<file path="config.mk">
export PLATFORM = sky130hd
export DESIGN_NAME = mmio_arbiter
export DESIGN_NICKNAME = d
export VERILOG_FILES = /design/src/rtl/mmio_arbiter.sv
export SDC_FILE = /design/constraint.sdc
export NUM_CORES = 1
export LEC_CHECK = 0
export ABC_AREA = 0
export BUFFER_PORTS_ARGS = -buffer_cell sky130_fd_sc_hd__buf_2
export CORE_UTILIZATION = 50
export CTS_CLUSTER_DIAMETER = 200
export DETAILED_ROUTE_END_ITERATION = 12
export GPL_ROUTABILITY_DRIVEN = 0
export PLACE_DENSITY = 0.88
export SYNTH_ARGS = -nofsm -noshare
export SYNTH_HDL_FRONTEND = slang
export SYNTH_SLANG_ARGS = --single-unit
</file>
<file path="constraint.sdc">
create_clock -name clk -period 3.4 [get_ports clk]
set_input_delay 0.85 -clock clk [delete_from_list [all_inputs] [get_ports clk]]
set_output_delay 0.85 -clock clk [all_outputs]
set_load 0.03 [all_outputs]
</file>
<file path="src/rtl/mmio_arbiter.sv">
// Two-port round-robin MMIO arbiter owning the LED register, the synchronized
// switch inputs and a sticky unmapped-access fault flag.
module mmio_arbiter #(
  parameter int ADDR_W = 16,
  parameter int DATA_W = 16,
  parameter int LED_W  = 10,
  parameter int SW_W   = 10,
  parameter logic [ADDR_W-1:0] LED_ADDR  = 16'hC000,
  parameter logic [ADDR_W-1:0] SW_ADDR   = 16'hC001,
  parameter logic [ADDR_W-1:0] STAT_ADDR = 16'hC002
) (
  input  logic              clk,
  input  logic              rst,
  input  logic              req0,
  input  logic              we0,
  input  logic [ADDR_W-1:0] addr0,
  input  logic [DATA_W-1:0] wdata0,
  output logic              gnt0,
  output logic [DATA_W-1:0] rdata0,
  input  logic              req1,
  input  logic              we1,
  input  logic [ADDR_W-1:0] addr1,
  input  logic [DATA_W-1:0] wdata1,
  output logic              gnt1,
  output logic [DATA_W-1:0] rdata1,
  input  logic [SW_W-1:0]   sw_in,
  output logic [LED_W-1:0]  led_out,
  output logic              fault,
  output logic              state_dbg
);

  // Handshake: a requester holds reqN/weN/addrN/wdataN stable until it sees
  // the one-cycle gntN pulse, then drops or replaces the request next cycle.

  typedef enum logic {IDLE = 1'b0, ACCESS = 1'b1} state_t;

  state_t              state;
  logic                win_id;
  logic                last_id;
  logic                we_q;
  logic [ADDR_W-1:0]   addr_q;
  logic [DATA_W-1:0]   wdata_q;
  logic [LED_W-1:0]    led_q;
  logic                fault_q;
  logic [SW_W-1:0]     sw_meta;
  logic [SW_W-1:0]     sw_sync;

  logic                pick1;
  logic                active;
  logic                hit_led;
  logic                hit_sw;
  logic                hit_stat;
  logic                unmapped;
  logic                led_wr;
  logic [DATA_W-1:0]   rd_val;
  logic                unused_wdata_hi;

  assign pick1    = req1 & (~req0 | ~last_id);
  // A reset sampled in the ACCESS cycle aborts the access, so it also masks
  // the grant and the LED bypass in that same cycle.
  assign active   = (state == ACCESS) & ~rst;
  assign hit_led  = (addr_q == LED_ADDR);
  assign hit_sw   = (addr_q == SW_ADDR);
  assign hit_stat = (addr_q == STAT_ADDR);
  assign unmapped = ~(hit_led | hit_sw | hit_stat);
  assign led_wr   = active & we_q & hit_led;

  always_comb begin
    rd_val = '0;
    if (hit_led) rd_val[LED_W-1:0] = led_q;
    else if (hit_sw) rd_val[SW_W-1:0] = sw_sync;
    else if (hit_stat) rd_val[0] = fault_q;
  end

  assign gnt0      = active & ~win_id;
  assign gnt1      = active & win_id;
  assign rdata0    = gnt0 ? rd_val : '0;
  assign rdata1    = gnt1 ? rd_val : '0;
  assign led_out   = led_wr ? wdata_q[LED_W-1:0] : led_q;
  assign fault     = fault_q;
  assign state_dbg = (state == ACCESS);

  assign unused_wdata_hi = ^wdata_q[DATA_W-1:LED_W];

  always_ff @(posedge clk) begin
    if (rst) begin
      state   <= IDLE;
      win_id  <= 1'b0;
      last_id <= 1'b1;
      we_q    <= 1'b0;
      addr_q  <= '0;
      wdata_q <= '0;
      led_q   <= '0;
      fault_q <= 1'b0;
      sw_meta <= '0;
      sw_sync <= '0;
    end else begin
      sw_meta <= sw_in;
      sw_sync <= sw_meta;
      case (state)
        IDLE: begin
          if (req0 | req1) begin
            win_id  <= pick1;
            we_q    <= pick1 ? we1 : we0;
            addr_q  <= pick1 ? addr1 : addr0;
            wdata_q <= pick1 ? wdata1 : wdata0;
            state   <= ACCESS;
          end
        end
        ACCESS: begin
          if (led_wr) led_q <= wdata_q[LED_W-1:0];
          if (unmapped) fault_q <= 1'b1;
          else if (we_q & hit_stat & wdata_q[0]) fault_q <= 1'b0;
          last_id <= win_id;
          state   <= IDLE;
        end
        default: state <= IDLE;
      endcase
    end
  end

endmodule

</file>
== Word-level counts from Yosys, hierarchy flattened ==
Index checks and enable logic that the tools add are counted.

* Bits in registers: 61
* Latch bits: 0
* Memory bits (writable): 0
* Memory bits (read-only): 0
* Output and inout port bits: 46
* Memories: 0

* $add $sub $neg: 0
* $mul: 0
* Div/mod/pow operators: 0
* Order comparisons: 0
* Equal/unequal tests: 4
* Shift-type cells: 0
* Multiplexer cells: 14
* Bitwise operators: 17
* Reductions and logical operators: 2

{| class="wikitable"
|+ Operator list
! kind !! number
|-
| 10-bit 2-to-1 mux || 5
|-
| 16-bit equality test (second input constant) || 3
|-
| 16-bit 2-to-1 mux || 1
|-
| 9-bit 2-to-1 mux || 1
|-
| 1-bit AND || 8
|-
| 1-bit 2-to-1 mux || 6
|-
| 1-bit NOT || 5
|-
| 1-bit bitwise OR || 4
|-
| 2-bit AND reduction || 2
|-
| 2-bit by 1-bit inequality test with 1-bit output (second input constant) || 1
|-
| 1-bit one-hot mux with 2 select lines || 1
|}

== Depth between registers and ports, before layout ==
Gate-level depths: netlist (run 1).

* Depth after elaboration: 5
* Depth in mapped cells: 6
* Depth with buffers taken out: 4

== Worst setup path after synthesis (run 1) ==
Ideal clock, no wire load.

* Path kind: input-to-output
* Start point: input rst
* End point: output rdata0[1]
* Data arrival time: 2.060 ns
* Setup slack: 0.490 ns
* Cell stages on the path: 5
* Buffers on the path: 1
* Path through: clkbuf_1 -> and2b_1 -> nand2b_1 -> nor3_4 -> a22o_1

* Cells in the longest elaborated chain, start to end: 4

{| class="wikitable"
|+ Ends and longest elaborated chain
! what !! line !! text
|-
| start: declaration || 13 || <nowiki>input logic rst,</nowiki>
|-
| 1-bit NOT || 61 || <nowiki>assign active = (state == ACCESS) & ~rst;</nowiki>
|-
| 1-bit AND || 61 ||
|-
| 1-bit AND || 75 || <nowiki>assign gnt0 = active & ~win_id;</nowiki>
|-
| 10-bit 2-to-1 mux || 77 || <nowiki>assign rdata0 = gnt0 ? rd_val : '0;</nowiki>
|-
| end: declaration || 19 || <nowiki>output logic [DATA_W-1:0] rdata0,</nowiki>
|}

No other way between the ends.

== Worst setup path after layout (run 1) ==
* Start point: register addr_q[2]
* End point: output rdata0[7]

* Cells in the longest elaborated chain, start to end: 4

{| class="wikitable"
|+ Ends and longest elaborated chain
! what !! line !! text
|-
| start: declaration || 41 || <nowiki>logic [ADDR_W-1:0] addr_q;</nowiki>
|-
| start signal: assignment || 105 || <nowiki>addr_q <= pick1 ? addr1 : addr0;</nowiki>
|-
| 16-bit equality test || 63 || <nowiki>assign hit_sw = (addr_q == SW_ADDR);</nowiki>
|-
| 9-bit 2-to-1 mux || 71 || <nowiki>else if (hit_sw) rd_val[SW_W-1:0] = sw_sync;</nowiki>
|-
| 10-bit 2-to-1 mux * || 70 || <nowiki>if (hit_led) rd_val[LED_W-1:0] = led_q;</nowiki>
|-
| 10-bit 2-to-1 mux * || 77 ||
|}

Mark *: on every way between the ends. The rest lies on a longest branch, timed or not.

==> results.py, run 1 <==
metrics = {
    "worst_setup_path": {
        "reg2reg_depth": 4,
        "crit_path_start_kind": "register",
        "slowest_stage": "nor4_4",
        "cp_num_buf_inv": 1,
        "cp_data_required_time_ns": 2.55,
        "r2r_start": "addr_q[2]$_SDFFE_PP0P_",
        "cp-end-kind": "primary output",
        "slowest_delay_ns": 0.46,
        "cp_top_family": "simple AND/OR/NAND/NOR gates",
        "crit_fanout": 12,
        "crit_arrival_ns": 2.36,
        "ff2ff_setup_slack_ns": 1.60,
        "crit_path_cell_trace": "nor4_4, nand4_2, nor2_2, a22o_1, buf_2",
        "worstReg2RegEnd": "led_q[8]$_SDFFE_PP0P_",
        "path_class": "reg2out",
    },
    "synth": {
        "synth_warnings": 0,
        "synth-seq-cells": 61,
        "ys.flop_type": "dfxtp_1",
        "synth_edf_count": 0,
        "syn_area_sq_mm": 0.00279,
        "synthArstFlopShare_pct": 0,
        "synth.area.top_cells": "dfxtp_1, mux2i_1, a211oi_1",
        "yosysTopAreaCell": "dfxtp_1",
        "synth.most_common_cell": "dfxtp_1",
        "synth.top_cell.area_share_pct": 43.8,
        "syn_inst": 296,
        "yosysUniqueCellTypes": 34,
        "synth_common_cells": "dfxtp_1, nor2_1, a211oi_1, mux2i_1, nor2b_1",
        "ys_seq_area_share_pct": 43.8,
        "avgSynthCellArea_sq_um": 9.42,
    },
    "cts": {
        "clkLatencyLatePin_ns": 0.34,
        "cts-root-buf": "clkbuf_8",
        "cts_inserted_buffers": 9,
        "cts_hold_buf": 0,
        "postCtsSetupRepairBufs": 0,
        "cts_tree": "built",
        "cts_htree_levels": 3,
        "cts.clk_slew.worst_paths_ns": 0.06,
        "cts_resized": 0,
        "cts.sinks": 61,
        "clockBufferDepth": 2,
    },
    "timing": {
        "slew_viol_final": 0,
        "skew_ns": 0.00630,
        "min_period_ns": 3.21,
        "period_share_pct": 94.4,
        "setup_tns_ns": 0,
        "slew_headroom_pct": 60.1,
        "worstMarginPinSlew_ns": 0.599,
        "setup_viol": 0,
        "hold_viol_final": 0,
        "rsz0062_at_grt": "false",
        "timing.fmax_mhz": 312,
    },
    "finish": {
        "fin_nets": 472,
        "n_fill_cell": 420,
        "synthToLayoutAreaGrowth_pct": 24.8,
        "drive_above_1_share_pct": 34.0,
        "diodes": 0,
    },
    "routing": {
        "drt-pass1-iter-count": 4,
        "post-route-drc-count": 0,
        "vias": 2462,
        "viasPerCell": 5.27,
        "dr.first_iter.drc_count": 191,
        "wire_per_inst_um": 13.6,
        "ant_nets": 0,
        "wl_um": 6350,
    },
    "place": {
        "portBuffers": 101,
        "hpwl_um": 4620,
    },
    "min_path": {
        "whs_path_depth": 1,
        "hold_start": "sw_meta[1]$_SDFF_PP0_",
        "hold_path.class": "reg2reg",
        "holdPathEnd": "sw_sync[1]$_SDFF_PP0_",
    },
    "floorplan": {
        "io-pin-count": 126,
        "die_y_um": 76.7,
        "fp.coreArea_sq_mm": 0.00524,
        "die_area_sq_mm": 0.00588,
        "initial_utilization_pct": 53.2,
        "rows": 26,
        "die_width_um": 76.7,
    },
    "pwr": {
        "power_uw": 1640,
        "vdd_ir_drop_max_uv": 328,
        "power.density_mw_per_mm2": 471,
        "power.leakage_uw": 0.00166,
    },
    "global_route": {
        "gr-max-usage-layer": "met2",
        "use_met1_pct": 25.6,
        "antenna_found_initial": 0,
        "grt_max_degree": 62,
        "grt_usage_pct": 23.4,
        "gr-total-overflow": 0,
        "grt_pass1_wl_um": 10700,
        "grt_pass1_vias": 2352,
        "grtUsageMet2_pct": 41.3,
        "gr-usage-met3_pct": 6.79,
    },
    "flow_run": {
        "cap_viol_max_count": 0,
    },
    "status": {
        "status": "finished, final reports clean",
    },
}
==> worst max-delay path by stage <==
| stage | startpoint | end | slack, ns | depth (start not counted) |
|---|---|---|---|---|
| 3_5_place_dp | rst | rdata1[8] | 0.34 | 6 |
| 6_report | addr_q[2]$_SDFFE_PP0P_ | rdata0[7] | 0.19 | 5 |
| 5_1_grt | addr_q[2]$_SDFFE_PP0P_ | rdata0[9] | 0.02 | 5 |
| 2_1_floorplan | rst | rdata0[1] | 0.49 | 5 |
| 3_3_place_gp | rst | rdata0[7] | 0.37 | 6 |
| 4_1_cts | addr_q[2]$_SDFFE_PP0P_ | rdata1[8] | 0.14 | 5 |
==> per-stage QoR <==
step / utilization (%) / instances / instance area, sq um / hold slack, ns / worst slack (ns)
floorplan: - / 307 / 2830 / 0.414 / 0.490
global placement: 62.7 / 451 / 3280 / 0.416 / 0.370
detailed placement: 62.7 / 451 / 3280 / 0.426 / 0.341
CTS: 66.4 / 467 / 3480 / 0.440 / 0.142
global route: 66.5 / 467 / 3480 / 0.452 / 0.0207
finish: 66.5 / 467 / 3480 / 0.437 / 0.190
==> power breakdown <==
part	switching [uW]	total, uW	internal, uW
registers	36.2	799	762
clock network	267	621	353
logic	122	220	97.6
==> cells by family after synthesis <==
kind of cell	after synthesis	share of synthesized area, %
and+or+nand+nor	100	21.0
AOI/OAI and AO/OA	73	18.3
DFF	61	43.8
buffers and inverters	34	7.04
muxes	27	9.69
other	1	0.134
==> area by class of cell <==
class	count	area [sq um]	share of cell area, %
Timing Repair Buffer	105	536	15.4
Sequential cell	61	1220	35.1
Clock buffer	11	141	4.06
Multi-Input combinational cell	212	1430	41.2
Clock inverter	5	50.0	1.44
Tap cell	70	87.6	2.52
Inverter	3	11.3	0.324
==> registers in the layout (all words and copies together) (netlist names) <==
signal and cells:
addr_q 16, we_q 1, fault 1, led_q 10, sw_sync 10, state_dbg 1, last_id 1, win_id 1
wdata_q 10, sw_meta 10
==> per-layer routing <==
metal	part of all wire (%)	routed length, um
met1	40	2530
met2	54	3410
met3	4.0	252
met4	2.4	151
met5	0	0
==> placed cells by master, fill, tap and decap left out <==
| cell type | count |
|---|---|
| a21oi_1 | 12 |
| nand4_2 | 1 |
| and2_1 | 1 |
| o21ai_1 | 2 |
| bufinv_16 | 1 |
| nor3_4 | 2 |
| clkbuf_1 | 1 |
| and4_2 | 1 |
| nor2b_1 | 21 |
| nor4_4 | 2 |
| and3_2 | 1 |
| conb_1 | 12 |
| a211oi_1 | 27 |
| nand2_1 | 14 |
| buf_4 | 4 |
| nor2_1 | 31 |
| nor3_1 | 2 |
| nand3_4 | 1 |
| a211o_1 | 1 |
| o21ai_0 | 11 |
| clkinv_2 | 4 |
| nand3b_2 | 1 |
| and2b_1 | 1 |
| nand3_1 | 12 |
| inv_1 | 3 |
| a22o_1 | 18 |
| and4bb_2 | 1 |
| a221oi_1 | 1 |
| nand2b_1 | 4 |
| mux2i_1 | 27 |
| a21boi_4 | 1 |
| nor2_2 | 1 |
| nor4_2 | 1 |
| clkbuf_8 | 10 |
| nor2_4 | 2 |
| dfxtp_1 | 61 |
| buf_2 | 101 |
(Power assumes the default switching activity.)
==> run 2, diff against run 1 <==
- CORE_MARGIN: not set -> 1.5
==> run 2 against run 1 <==
Sequential share of layout area up 0.27 points; maximum frequency down 0.61%; design area down 0.75%; largest power group unchanged.
==> results.py, run 2 (synthesis results as in run 1) <==
metrics = {
    "timing": {
        "slew_headroom_pct": 59.4,
        "slew_viol_final": 0,
        "skew_ns": 0.00942,
        "hold_viol_final": 0,
        "setup_tns_ns": 0,
        "period_share_pct": 95.0,
        "worstMarginPinSlew_ns": 0.609,
        "timing.fmax_mhz": 310,
        "finalHoldWorstSlack_ns": 0.445,
        "setup_viol": 0,
        "rsz0062_at_grt": "false",
        "min_period_ns": 3.23,
    },
    "cts": {
        "cts.clk_slew.worst_paths_ns": 0.08,
        "cts.sinks": 61,
        "clkLatencyLatePin_ns": 0.34,
        "cts_htree_levels": 3,
        "cts_inserted_buffers": 9,
        "clockBufferDepth": 2,
        "cts_hold_buf": 0,
        "cts-root-buf": "clkbuf_8",
        "cts_resized": 0,
        "postCtsSetupRepairBufs": 0,
        "cts_tree": "built",
    },
    "min_path": {
        "hold_start": "sw_meta[8]$_SDFF_PP0_",
        "whs_path_depth": 1,
        "hold_path.class": "reg2reg",
        "holdPathEnd": "sw_sync[8]$_SDFF_PP0_",
    },
    "routing": {
        "dr.first_iter.drc_count": 195,
        "wl_um": 6350,
        "wire_per_inst_um": 13.6,
        "viasPerCell": 5.28,
        "vias": 2470,
        "post-route-drc-count": 0,
        "drt-pass1-iter-count": 4,
        "ant_nets": 0,
    },
    "global_route": {
        "grt_max_degree": 62,
        "antenna_found_initial": 0,
        "grt_pass1_wl_um": 10500,
        "grt_usage_pct": 22.2,
        "gr-total-overflow": 0,
        "grt_pass1_vias": 2321,
    },
    "worst_setup_path": {
        "crit_fanout": 12,
        "cp_num_buf_inv": 1,
        "slowest_delay_ns": 0.47,
        "path_class": "reg2out",
        "r2r_start": "addr_q[2]$_SDFFE_PP0P_",
        "crit_path_start_kind": "register",
        "crit_arrival_ns": 2.38,
        "crit_path_cell_trace": "nor4_4, nand4_2, nor2_2, a22o_1, buf_2",
        "reg2reg_depth": 4,
        "cp_top_family": "simple AND/OR/NAND/NOR gates",
        "ff2ff_setup_slack_ns": 1.68,
        "cp_data_required_time_ns": 2.55,
        "cp-end-kind": "primary output",
        "slowest_stage": "nor2_2",
        "worstReg2RegEnd": "led_q[2]$_SDFFE_PP0P_",
    },
    "finish": {
        "fin_cells": 468,
        "diodes": 0,
        "fin_util_pct": 63.5,
        "drive_above_1_share_pct": 34.1,
        "regMostFlops": "addr_q",
        "final_cell_mix": "buf_2, dfxtp_1, nor2_1",
        "fin_nets": 471,
        "synthToLayoutAreaGrowth_pct": 23.9,
        "largest_reg_flops": 16,
        "n_fill_cell": 471,
        "mostFrequentLayoutCell": "buf_2",
    },
    "floorplan": {
        "die_area_sq_mm": 0.00603,
        "fp.coreArea_sq_mm": 0.00544,
        "die_y_um": 77.7,
        "die_width_um": 77.7,
        "initial_utilization_pct": 51.3,
        "io-pin-count": 126,
        "rows": 27,
    },
    "place": {
        "placedCellCount": 452,
        "hpwl_um": 4540,
        "portBuffers": 101,
    },
    "flow_run": {
        "cap_viol_max_count": 0,
    },
    "pwr": {
        "power.density_mw_per_mm2": 460,
        "power_uw": 1590,
        "vdd_ir_drop_max_uv": 252,
        "power.leakage_uw": 0.00164,
    },
    "status": {
        "status": "finished, final reports clean",
    },
}
-- run 2: changes by cell type in the layout (fill, tap and decap cells not counted), sizes merged --
cell / change
clkbuf: -2
clkinvlp: +2
buf: -1
bufinv: -1
inv: +1
-- run 2: cell type report --
class / instances / area, sq um / area share, %
clock buffer: 9 / 124 / 3.59
timing repair buffer: 104 / 528 / 15.3
tap: 72 / 90.1 / 2.61
inverter: 3 / 11.3 / 0.326
sequential: 61 / 1220 / 35.3
multi-input combinational: 212 / 1430 / 41.4
clock inverter: 7 / 51.3 / 1.48
-- run 2: report_power, final --
part	total, uW	internal (uW)	switching [uW]
Combinational	218	96.3	122
Sequential	798	762	35.9
Clock	575	266	309
Total	1590	1120	467
-- run 2: how the worst max path moves through the flow --
stage               slack (ns)  cells past startpoint                    from        end
global route              0.03                      5  addr_q[2]$_SDFFE_PP0P_  rdata0[2]
global placement          0.35                      6                     rst  rdata0[2]
CTS                       0.15                      5  addr_q[2]$_SDFFE_PP0P_  rdata0[2]
finish                    0.17                      5  addr_q[2]$_SDFFE_PP0P_  rdata0[2]
detailed placement        0.32                      6                     rst  rdata0[2]
floorplan                 0.49                      5                     rst  rdata0[1]
-- run 2: through the flow --
| step | area (sq um) | setup slack (ns) |
|---|---|---|
| detailed placement | 3280 | 0.317 |
| finish | 3450 | 0.170 |
| floorplan | 2830 | 0.490 |
| global route | 3450 | 0.0317 |
| CTS | 3450 | 0.154 |
| global placement | 3280 | 0.351 |
-- run 2: layer usage --
metal,GRT usage (%),up-vias,routed length (um)
li1,-,1226,-
met1,24.5,1126,2660
met2,39.1,104,3190
met3,4.82,14,354
met4,12.5,0,152
met5,0,-,0
